### src/rtl/axi4_pkg.sv
// Flit layout shared by the AXI4-stream flit serializer and deserializer.
// Metadata sits in the top bits, MSB first: {valid, tail, dest, vc}.
`ifndef DEST_BITS
`define DEST_BITS 2
`endif
`ifndef VC_BITS
`define VC_BITS 1
`endif
`ifndef FLIT_WIDTH
`define FLIT_WIDTH (64 + 2 + `DEST_BITS + `VC_BITS)
`endif

package axi4_pkg;

    localparam int unsigned FLIT_DEST_BITS        = `DEST_BITS;
    localparam int unsigned FLIT_VC_BITS          = `VC_BITS;
    localparam int unsigned AXI4S_FLIT_DATA_WIDTH = 256;
    localparam int unsigned FLIT_META_W           = 2 + FLIT_DEST_BITS + FLIT_VC_BITS;

    // Field offsets within the metadata slice.
    localparam int unsigned META_VC_LSB    = 0;
    localparam int unsigned META_DEST_LSB  = FLIT_VC_BITS;
    localparam int unsigned META_TAIL_POS  = META_DEST_LSB + FLIT_DEST_BITS;
    localparam int unsigned META_VALID_POS = META_TAIL_POS + 1;

endpackage

### src/rtl/flit_vc_deserializer_pkg.sv
// Types and helpers for the per-VC flit deserializer.
package flit_vc_deserializer_pkg;

    typedef enum logic [0:0] {StFill, StFull} lane_state_e;

    function automatic int unsigned calc_len(input int unsigned out_data,
                                             input int unsigned in_data);
        return (out_data + in_data - 1) / in_data;
    endfunction

    function automatic int unsigned min_w(input int unsigned n);
        return (n > 1) ? $clog2(n) : 1;
    endfunction

endpackage

### src/rtl/flit_vc_deserializer_lane.sv
// One reassembly lane (flit_vc_lane): collects LEN narrow beats into a wide flit.
// Optional dest consistency check under FLIT_VC_DESER_ERRCHK_EN.
module flit_vc_lane
    import axi4_pkg::*, flit_vc_deserializer_pkg::*;
#(
    parameter int unsigned IN_DATA = 64,
    parameter int unsigned LEN     = 4
) (
    input  logic                     clk_i,
    input  logic                     rst_ni,
    input  logic                     wr_i,
    input  logic [IN_DATA-1:0]       beat_data_i,
    input  logic [FLIT_META_W-1:0]   beat_meta_i,
    input  logic                     drain_i,
`ifdef FLIT_VC_DESER_ERRCHK_EN
    output logic                     err_o,
`endif
    output logic                     full_o,
    output logic [LEN*IN_DATA-1:0]   data_o,
    output logic [FLIT_META_W-1:0]   meta_o
);

    localparam int unsigned CntW = min_w(LEN);

    lane_state_e             state_q;
    logic [CntW-1:0]         cnt_q;
    logic [LEN*IN_DATA-1:0]  data_q;
    logic [FLIT_META_W-1:0]  meta_q;

    always_ff @(posedge clk_i) begin
        if (!rst_ni) begin
            state_q <= StFill;
            cnt_q   <= '0;
            data_q  <= '0;
            meta_q  <= '0;
        end else if (state_q == StFill) begin
            if (wr_i) begin
                data_q[cnt_q*IN_DATA +: IN_DATA] <= beat_data_i;
                if (cnt_q == CntW'(LEN - 1)) begin
                    state_q <= StFull;
                    cnt_q   <= '0;
                    meta_q  <= beat_meta_i;
                end else begin
                    cnt_q <= cnt_q + 1'b1;
                end
            end
        end else if (drain_i) begin
            state_q <= StFill;
            data_q  <= '0;
            meta_q  <= '0;
        end
    end

    assign full_o = (state_q == StFull);
    assign data_o = data_q;
    assign meta_o = meta_q;

`ifdef FLIT_VC_DESER_ERRCHK_EN
    logic [FLIT_DEST_BITS-1:0] first_dest_q;
    logic [FLIT_DEST_BITS-1:0] beat_dest;
    logic                      err_q;

    assign beat_dest = beat_meta_i[META_DEST_LSB +: FLIT_DEST_BITS];

    // Every later beat of a packet must carry the dest seen on its first beat.
    always_ff @(posedge clk_i) begin
        if (!rst_ni) begin
            first_dest_q <= '0;
            err_q        <= 1'b0;
        end else if (wr_i && state_q == StFill) begin
            if (cnt_q == '0) begin
                first_dest_q <= beat_dest;
            end else if (beat_dest != first_dest_q) begin
                err_q <= 1'b1;
            end
        end
    end

    assign err_o = err_q;
`endif

endmodule

### src/rtl/flit_vc_deserializer.sv
// Reassembles VC-interleaved narrow flits into wide flits, one lane per VC, with
// round-robin output arbitration. FLIT_VC_DESER_ERRCHK_EN adds err_dest_mismatch.
module flit_vc_deserializer
    import axi4_pkg::*, flit_vc_deserializer_pkg::*;
#(
    parameter int unsigned IN_FLIT_WIDTH  = `FLIT_WIDTH,
    parameter int unsigned OUT_FLIT_WIDTH = AXI4S_FLIT_DATA_WIDTH + 2 + `DEST_BITS + `VC_BITS,
    parameter int unsigned NUM_VCS        = 2
) (
    input  logic                      CLK,
    input  logic                      RST_N,
    input  logic [IN_FLIT_WIDTH-1:0]  in_flit,
    input  logic                      in_flit_valid,
    output logic                      in_flit_ready,
    output logic [OUT_FLIT_WIDTH-1:0] out_flit,
    output logic                      out_flit_valid,
`ifdef FLIT_VC_DESER_ERRCHK_EN
    output logic                      err_dest_mismatch,
`endif
    input  logic                      out_flit_ready
);

    localparam int unsigned InData  = IN_FLIT_WIDTH - FLIT_META_W;
    localparam int unsigned OutData = OUT_FLIT_WIDTH - FLIT_META_W;
    localparam int unsigned Len     = calc_len(OutData, InData);
    localparam int unsigned GntW    = min_w(NUM_VCS);

    logic [FLIT_VC_BITS-1:0] in_vc;
    logic [NUM_VCS-1:0]      lane_wr, lane_drain, lane_full;
    logic [Len*InData-1:0]   lane_data [NUM_VCS];
    logic [FLIT_META_W-1:0]  lane_meta [NUM_VCS];
    logic [GntW-1:0]         rr_q, lock_vc_q, arb_vc, gnt_vc;
    logic                    lock_q, arb_found, out_fire;
    int unsigned             idx;

    assign in_vc = in_flit[InData + META_VC_LSB +: FLIT_VC_BITS];

    always_comb begin
        in_flit_ready = 1'b0;
        for (int i = 0; i < NUM_VCS; i++) begin
            if (in_vc == FLIT_VC_BITS'(i) && !lane_full[i]) begin
                in_flit_ready = RST_N;
            end
        end
    end

    // rr_q holds the highest-priority VC for the next decision.
    always_comb begin
        arb_vc    = rr_q;
        arb_found = 1'b0;
        idx       = 0;
        for (int i = 0; i < NUM_VCS; i++) begin
            idx = int'(rr_q) + i;
            if (idx >= NUM_VCS) begin
                idx = idx - NUM_VCS;
            end
            if (!arb_found && lane_full[GntW'(idx)]) begin
                arb_found = 1'b1;
                arb_vc    = GntW'(idx);
            end
        end
    end

    assign gnt_vc         = lock_q ? lock_vc_q : arb_vc;
    assign out_flit_valid = RST_N && (lock_q || arb_found);
    assign out_fire       = out_flit_valid && out_flit_ready;
    assign out_flit       = RST_N ? {lane_meta[gnt_vc], lane_data[gnt_vc][OutData-1:0]} : '0;

    always_ff @(posedge CLK) begin
        if (!RST_N) begin
            rr_q      <= '0;
            lock_q    <= 1'b0;
            lock_vc_q <= '0;
        end else begin
            lock_q    <= out_flit_valid && !out_flit_ready;
            lock_vc_q <= gnt_vc;
            if (out_fire) begin
                rr_q <= (gnt_vc == GntW'(NUM_VCS - 1)) ? '0 : gnt_vc + 1'b1;
            end
        end
    end

`ifdef FLIT_VC_DESER_ERRCHK_EN
    logic [NUM_VCS-1:0] lane_err;
    assign err_dest_mismatch = |lane_err;
`endif

    for (genvar g = 0; g < NUM_VCS; g++) begin : g_lane
        assign lane_wr[g]    = in_flit_valid && in_flit_ready && (in_vc == FLIT_VC_BITS'(g));
        assign lane_drain[g] = out_fire && (gnt_vc == GntW'(g));

        flit_vc_lane #(
            .IN_DATA (InData),
            .LEN     (Len)
        ) u_lane (
            .clk_i       (CLK),
            .rst_ni      (RST_N),
            .wr_i        (lane_wr[g]),
            .beat_data_i (in_flit[InData-1:0]),
            .beat_meta_i (in_flit[IN_FLIT_WIDTH-1 -: FLIT_META_W]),
            .drain_i     (lane_drain[g]),
`ifdef FLIT_VC_DESER_ERRCHK_EN
            .err_o       (lane_err[g]),
`endif
            .full_o      (lane_full[g]),
            .data_o      (lane_data[g]),
            .meta_o      (lane_meta[g])
        );
    end

endmodule

### config.mk
export PLATFORM = sky130hd
export DESIGN_NAME = flit_vc_deserializer
export DESIGN_NICKNAME = d
export VERILOG_FILES = /design/src/rtl/axi4_pkg.sv /design/src/rtl/flit_vc_deserializer_pkg.sv /design/src/rtl/flit_vc_deserializer_lane.sv /design/src/rtl/flit_vc_deserializer.sv
export SDC_FILE = /design/constraint.sdc
export NUM_CORES = 1
export LEC_CHECK = 0
export CAP_MARGIN = 10
export CORE_MARGIN = 2
export CORE_UTILIZATION = 58
export DETAILED_ROUTE_END_ITERATION = 7
export PLACE_DENSITY = 0.92
export SYNTH_ARGS = -nofsm -noshare
export SYNTH_HDL_FRONTEND = slang
export SYNTH_SLANG_ARGS = --single-unit
### constraint.sdc
create_clock -name CLK -period 6.8 [get_ports CLK]
set_clock_uncertainty 0.15 [all_clocks]
set_input_delay 0.68 -clock CLK [delete_from_list [all_inputs] [get_ports CLK]]
set_output_delay 0.68 -clock CLK [all_outputs]
set_load 0.01 [all_outputs]
==> run metrics, run 1 <==
n_diodes=0; syn_area_per_cell=slightly below 10 µm²; reg2reg setup slack=approximately 3.7 ns; Pwr Density=239.7 nW/µm²; Switching Share=0.2264; Die Wd=about 200 µm; post-synth top area share=0.4864; First DRT Iteration DRCs=about 1,700; num rows=71; Hold Crit Class=reg -> reg; dominant cells by area after synthesis=dfxtp_1 49%, a22o_1 16%, mux2i_1 12%, nand2_1 9.4%, a22o_2 5.4%; Post-synth EDFFs=0; vias in the first global route=between 15,000 and 20,000; Storage cell area=approximately 11,000 µm²; Worst Hold Depth=2; Seq/Total Area, Yosys=0.4864; synthesized instance count=between 2,000 and 2,500; mapped cell area=around 22,000 µm²; first-pass GRT wire length=between 90,000 and 100,000 µm; clk slew on worst S/H paths=roughly 0.06 ns; Remaining DRCs=0; Setup TNS Final=0 ns; Area Growth Syn to Fin=21.70%; Final nets=roughly 2,400; fin crit share=0.6667; Detailed Place HPWL=~38,000 µm; required time of the critical path=5.97 ns; hold-critical path endpoint=g_lane[0].u_lane.meta_o[3]; Skew-Pair Late Insertion Delay=0.56 ns; DR pass1 iterations=5; RSZ-0062 raised after global routing=false; Netlist cell types=42; TritonCTS clock tree=done; P_int=between 0.004 and 0.005 W; Crit Path Class=reg -> out; dominant cell type by area after synthesis=dfxtp_1; Die Span Y=just under 200 µm; crit path DAT=roughly 3.7 ns; Synth top cells by count=546 x nand2_1, 531 x dfxtp_1, 394 x a22o_1, 261 x mux2i_1, 118 x a22o_2; Clock Sink Count=around 530; worst reg2reg endpoint=g_lane[0].u_lane.data_o[81]; CTS Buf Count=52; Critical R2R Launch=g_lane[0].u_lane.cnt_q[0]; Port Buf Inserts=335; Vias=18,191; Critical Path Source Type=flop; R2R cell count=6; PostCTS Resize Cnt=0; Max clock buf depth=3; layout cell share with drive strength beyond 1=0.1024; hold_sp=g_lane[0].u_lane.meta_o[3]; grt ovf=0; area of the multi-input gates=roughly 10,000 µm²; NetSw=~0.0014 W; Synth Flop Type=dfxtp_1; Post-CTS Setup Bufs=0; Fill cells=roughly 2,500; Slew HR=0.2589; Initial Util=0.5844; Reg power frac=0.498; most frequent cell after synthesis=nand2_1; LEAKAGE=~11 nW; final hold vios=0; Total Routing Usage GR=0.3145; WL final=63,720 µm; Detail Route Antenna Nets=0; combinational power share=0.057; die area=just under 40,000 µm²; clock root buffer=clkbuf_16; largest net degree at the start of global routing=between 150 and 200; CP Capture Type=output port; # hold bufs at CTS=0; Routed wire per std cell=around 22 µm; # IOs=approximately 340; routed vias/inst=approximately 6.3; pins over their slew limit=0; syn nets=around 2,300; Cell Area, Placed=around 25,000 µm²; Worst Setup SP=g_lane[0].u_lane.full_o; # setup viols final=0; worst slew pin tran=approximately 1.1 ns; Ys Warns=0; Yosys reg bits=around 530; outcome=complete, no violations; clock period minus worst slack=4.534 ns; initial antenna violation count=1; max cap viols=0; Layout Cell Area excl Fill=between 20,000 and 30,000 µm²; H-tree levels=2; FMAX=0.2206 GHz; Placer Congestion=just over 0.8; fraction of registers with async set/reset=0; area of the core=37,400 µm²; CP max FO=roughly 120; Max rail drop VDD=0.1809 mV; Clk pwr share=0.445
==> how the worst max path moves through the flow <==
stage	slack, ns	endpoint	cells after the start
5_1_grt	2.17	out_flit[132]	6
3_5_place_dp	2.85	g_lane[0].u_lane.data_o[252]	6
6_report	2.27	out_flit[132]	6
3_3_place_gp	2.94	g_lane[0].u_lane.data_o[246]	6
4_1_cts	2.32	out_flit[132]	6
2_1_floorplan	4.20	out_flit[252]	5
==> stage by stage <==
step	power [W]	cells	worst slack [ns]	hold WS (ns)	utilization
after floorplan	0.003455	2204	4.201	0.2862	-
after global placement	0.003579	2817	2.943	0.2945	0.6665
after detailed placement	0.003591	2817	2.851	0.3040	0.6665
after CTS	0.006378	2904	2.324	0.3158	0.7112
after global routing	0.006532	2904	2.172	0.3323	0.7112
final	0.006376	2904	2.266	0.3180	0.7112
==> power groups by stage <==
stage / logic [W] / registers (W) / clock network, W
2_1_floorplan: 0.000221 / 0.00323 / 0
3_3_place_gp: 0.000340 / 0.00324 / 0
3_5_place_dp: 0.000350 / 0.00324 / 0
4_1_cts: 0.000352 / 0.00317 / 0.00285
5_1_grt: 0.000379 / 0.00318 / 0.00298
6_report: 0.000362 / 0.00317 / 0.00284
==> layout make-up <==
type / count / area share
clock buffer: 78 / 0.05828
sequential: 531 / 0.3997
tap: 511 / 0.02404
multi-input combinational: 1406 / 0.3771
inverter: 6 / 0.0008467
clock inverter: 9 / 0.004516
timing repair buffer: 363 / 0.1356
==> layer usage <==
layer / up-vias / wire length, µm / track usage
met5: - / 14 / 0
met4: 2 / 2573 / 0.1370
met3: 189 / 5624 / 0.04667
met2: 1085 / 29380 / 0.5019
met1: 8823 / 26130 / 0.4247
li1: 8092 / - / -
==> logic make-up after synthesis <==
| kind of cell | after synthesis | synth area share |
|---|---|---|
| flops | 531 | 0.4864 |
| fa+ha+maj | 11 | 0.006297 |
| buf+inv | 267 | 0.05730 |
| compound gates | 539 | 0.2198 |
| simple gates | 595 | 0.1107 |
| mux | 261 | 0.1195 |
==> cell usage in the layout, fill, tap and decap left out, types with 2 or more instances in the layout <==
cell | Yosys | layout
nand2_1 | 546 | 546
dfxtp_1 | 531 | 531
a22o_1 | 394 | 394
clkdlybuf4s50_1 | 0 | 334
mux2i_1 | 261 | 261
a22o_2 | 118 | 118
clkbuf_16 | 0 | 53
buf_4 | 14 | 25
nor2_1 | 14 | 14
clkbuf_8 | 0 | 13
clkbuf_1 | 89 | 12
ha_1 | 11 | 11
o21ai_0 | 10 | 10
a21oi_1 | 8 | 8
nand3_1 | 7 | 7
inv_1 | 6 | 6
clkinv_2 | 0 | 6
and3_2 | 1 | 5
nor4_4 | 3 | 4
a21oi_4 | 0 | 4
nand2b_1 | 3 | 3
bufinv_16 | 0 | 3
buf_12 | 0 | 3
nor3_1 | 2 | 2
nor3_4 | 2 | 2
==> flip-flops by register name (all words and copies together) (netlist names) <==
name,count
g_lane.u_lane.cnt_q,4
g_lane.u_lane.data_o,512
g_lane.u_lane.full_o,2
g_lane.u_lane.meta_o,10
lock_q,1
lock_vc_q,1
rr_q,1
==> worst max-delay path: stages, from the launching register on <==
cell and delay (ns):
dfxtp_1 0.51, inv_1 0.14, a21oi_1 0.15, o31a_2 0.47, buf_12 0.63, mux2i_1 0.50
clkdlybuf4s50_1 0.63
Power figures use the tool's default switching activity.
==> inputs of run 2 (changes only) <==
--- a/config.mk
+++ b/config.mk
@@ -7,9 +7,9 @@
 export LEC_CHECK = 0
 export CAP_MARGIN = 10
 export CORE_MARGIN = 2
-export CORE_UTILIZATION = 58
+export CORE_UTILIZATION = 54
 export DETAILED_ROUTE_END_ITERATION = 7
-export PLACE_DENSITY = 0.92
+export PLACE_DENSITY = 0.87
 export SYNTH_ARGS = -nofsm -noshare
 export SYNTH_HDL_FRONTEND = slang
 export SYNTH_SLANG_ARGS = --single-unit
==> constraint.sdc (replaced) <==
create_clock -name CLK -period 4.4 [get_ports CLK]
set_clock_uncertainty 0.15 [all_clocks]
set_input_delay 0.44 -clock CLK [delete_from_list [all_inputs] [get_ports CLK]]
set_output_delay 0.44 -clock CLK [all_outputs]
set_load 0.01 [all_outputs]
==> run metrics, run 2 (synthesis results as in run 1) <==
worst slew pin tran=around 1.2 ns; P_int=about 0.0077 W; Remaining DRCs=0; largest net degree at the start of global routing=about 270; clock period minus worst slack=3.947 ns; Die Span Y=between 200 and 250 µm; Switching Share=0.2335; Hold Crit Class=in -> reg; # hold bufs at CTS=0; Crit Path Class=reg -> out; largest stage delay on the critical path=approximately 0.61 ns; crit-path cells=inv_1, a21oi_1, o31a_2, buf_12, buf_12, mux2i_1, clkdlybuf4s50_1; WL final=approximately 67,000 µm; crit path buf inv count=4; clock root buffer=clkbuf_16; Cell Area, Placed=25,100 µm²; Setup TNS Final=0 ns; Routed wire per std cell=22.74 µm; placed insts=about 2,800; Skew-Pair Late Insertion Delay=0.60 ns; final hold vios=0; Vias=about 18,000; Post-CTS Setup Bufs=0; family with the most delay on the worst path=buffers and inverters; clk slew on worst S/H paths=~0.060 ns; Non-Filler Instances=2,930; vias in the first global route=approximately 18,000; die area=around 42,000 µm²; Final nets=approximately 2,500; most frequent CP cell=buf_12; Initial Util=0.5488; Detailed Place HPWL=39,590 µm; n_diodes=0; Max rail drop VDD=around 0.29 mV; Die Wd=~210 µm; max cap viols=0; num rows=73; NetSw=between 0.002 and 0.0025 W; # IOs=around 340; initial antenna violation count=0; required time of the critical path=around 3.8 ns; Core Util, Final=0.6738; routed vias/inst=about 6.2; grt ovf=0; Reg power frac=0.491; DR pass1 iterations=6; Largest register FFs=between 500 and 600; first-pass GRT wire length=just over 100,000 µm; pins over their slew limit=0; crit path DAT=3.36 ns; Layout Cell Area excl Fill=approximately 27,000 µm²; outcome=complete, no violations; RSZ-0062 raised after global routing=false; area of the core=39,820 µm²; Clk pwr share=0.452; fin crit share=0.8970; H-tree levels=2; most frequent cells in the layout=546 x nand2_1, 531 x dfxtp_1, 394 x a22o_1, 334 x clkdlybuf4s50_1, 261 x mux2i_1; Critical Path Source Type=flop; Clock Sink Count=between 500 and 600; combinational power share=0.057; Detail Route Antenna Nets=0; most common cell after layout, fill and taps aside=nand2_1; layout cell share with drive strength beyond 1=0.1060; TritonCTS clock tree=done; Port Buf Inserts=approximately 340; CP max-delay cell=clkdlybuf4s50_1; CTS Buf Count=53; CP max FO=70; Slew HR=0.2051; Pwr Density=between 300 and 400 nW/µm²; Total Routing Usage GR=0.3076; PostCTS Resize Cnt=0; CP Capture Type=output port; Placer Congestion=0.8463; First DRT Iteration DRCs=roughly 1,800; # setup viols final=0; FMAX=roughly 0.25 GHz; Max clock buf depth=3; Area Growth Syn to Fin=22.78%; LEAKAGE=11.33 nW
[run 2: cell types whose count changed in the layout (fill, tap and decap cells not counted)]
cell | before | now
inv_16 | 0 | 1
clkinv_8 | 0 | 1
clkbuf_1 | 12 | 14
clkinv_4 | 0 | 1
clkbuf_8 | 13 | 14
buf_12 | 3 | 12
bufinv_16 | 3 | 2
buf_4 | 25 | 21
clkinvlp_4 | 0 | 1
clkbuf_16 | 53 | 54
[run 2: power by group through the flow]
stage / logic [W] / registers (W) / clock network (W)
after floorplan: 0.000342 / 0.00500 / 0
after global placement: 0.000546 / 0.00500 / 0
after detailed placement: 0.000557 / 0.00501 / 0
after CTS: 0.000561 / 0.00490 / 0.00454
after global routing: 0.000601 / 0.00491 / 0.00473
final: 0.000571 / 0.00490 / 0.00451
[run 2: area by class of cell]
cell class              count  area [µm²]
fillers                  2970       12990
flip-flops and latches    531       10630
multi-input cells        1406       10030
repair buffers            368        3756
clock buffers              82        1597
well taps                 525       656.9
clock inverters            12       142.6
inverters                   6       22.52
[run 2: final timing paths]
check                         startpoint                     endpoint  slack, ns  depth (start not counted)
max              g_lane[0].u_lane.full_o                 out_flit[41]       0.45                          7
min                                RST_N                         rr_q       0.11                          2
max reg2reg      g_lane[1].u_lane.full_o   g_lane[0].u_lane.data_o[8]       1.35                          5
min reg2reg  g_lane[0].u_lane.data_o[61]  g_lane[0].u_lane.data_o[61]       0.32                          1
[run 2: worst register-to-register path: stages (launching register included)]
cell	delay [ns]
dfxtp_1	0.52
nand3b_1	0.21
a41o_2	0.42
a21oi_4	0.87
buf_4	0.58
a22o_1	0.23
[run 2: per-stage QoR]
step	power [W]	setup slack, ns	hold slack [ns]
6_report	0.009989	0.4531	0.1076
3_5_place_dp	0.005565	1.178	0.3039
4_1_cts	0.01000	0.5056	0.08646
3_3_place_gp	0.005550	1.208	0.2962
5_1_grt	0.01024	0.3795	0.1224
2_1_floorplan	0.005339	1.953	0.2862
[run 2: metal layers]
layer | wire [µm] | share of wire | GRT usage | vias up
met1 | 27450 | 0.41 | 0.4156 | 8945
met3 | 6262 | 0.094 | 0.05686 | 147
met5 | 0 | 0 | 0 | -
met4 | 2283 | 0.034 | 0.1290 | 0
met2 | 30620 | 0.46 | 0.4846 | 1033
li1 | - | - | - | 8131
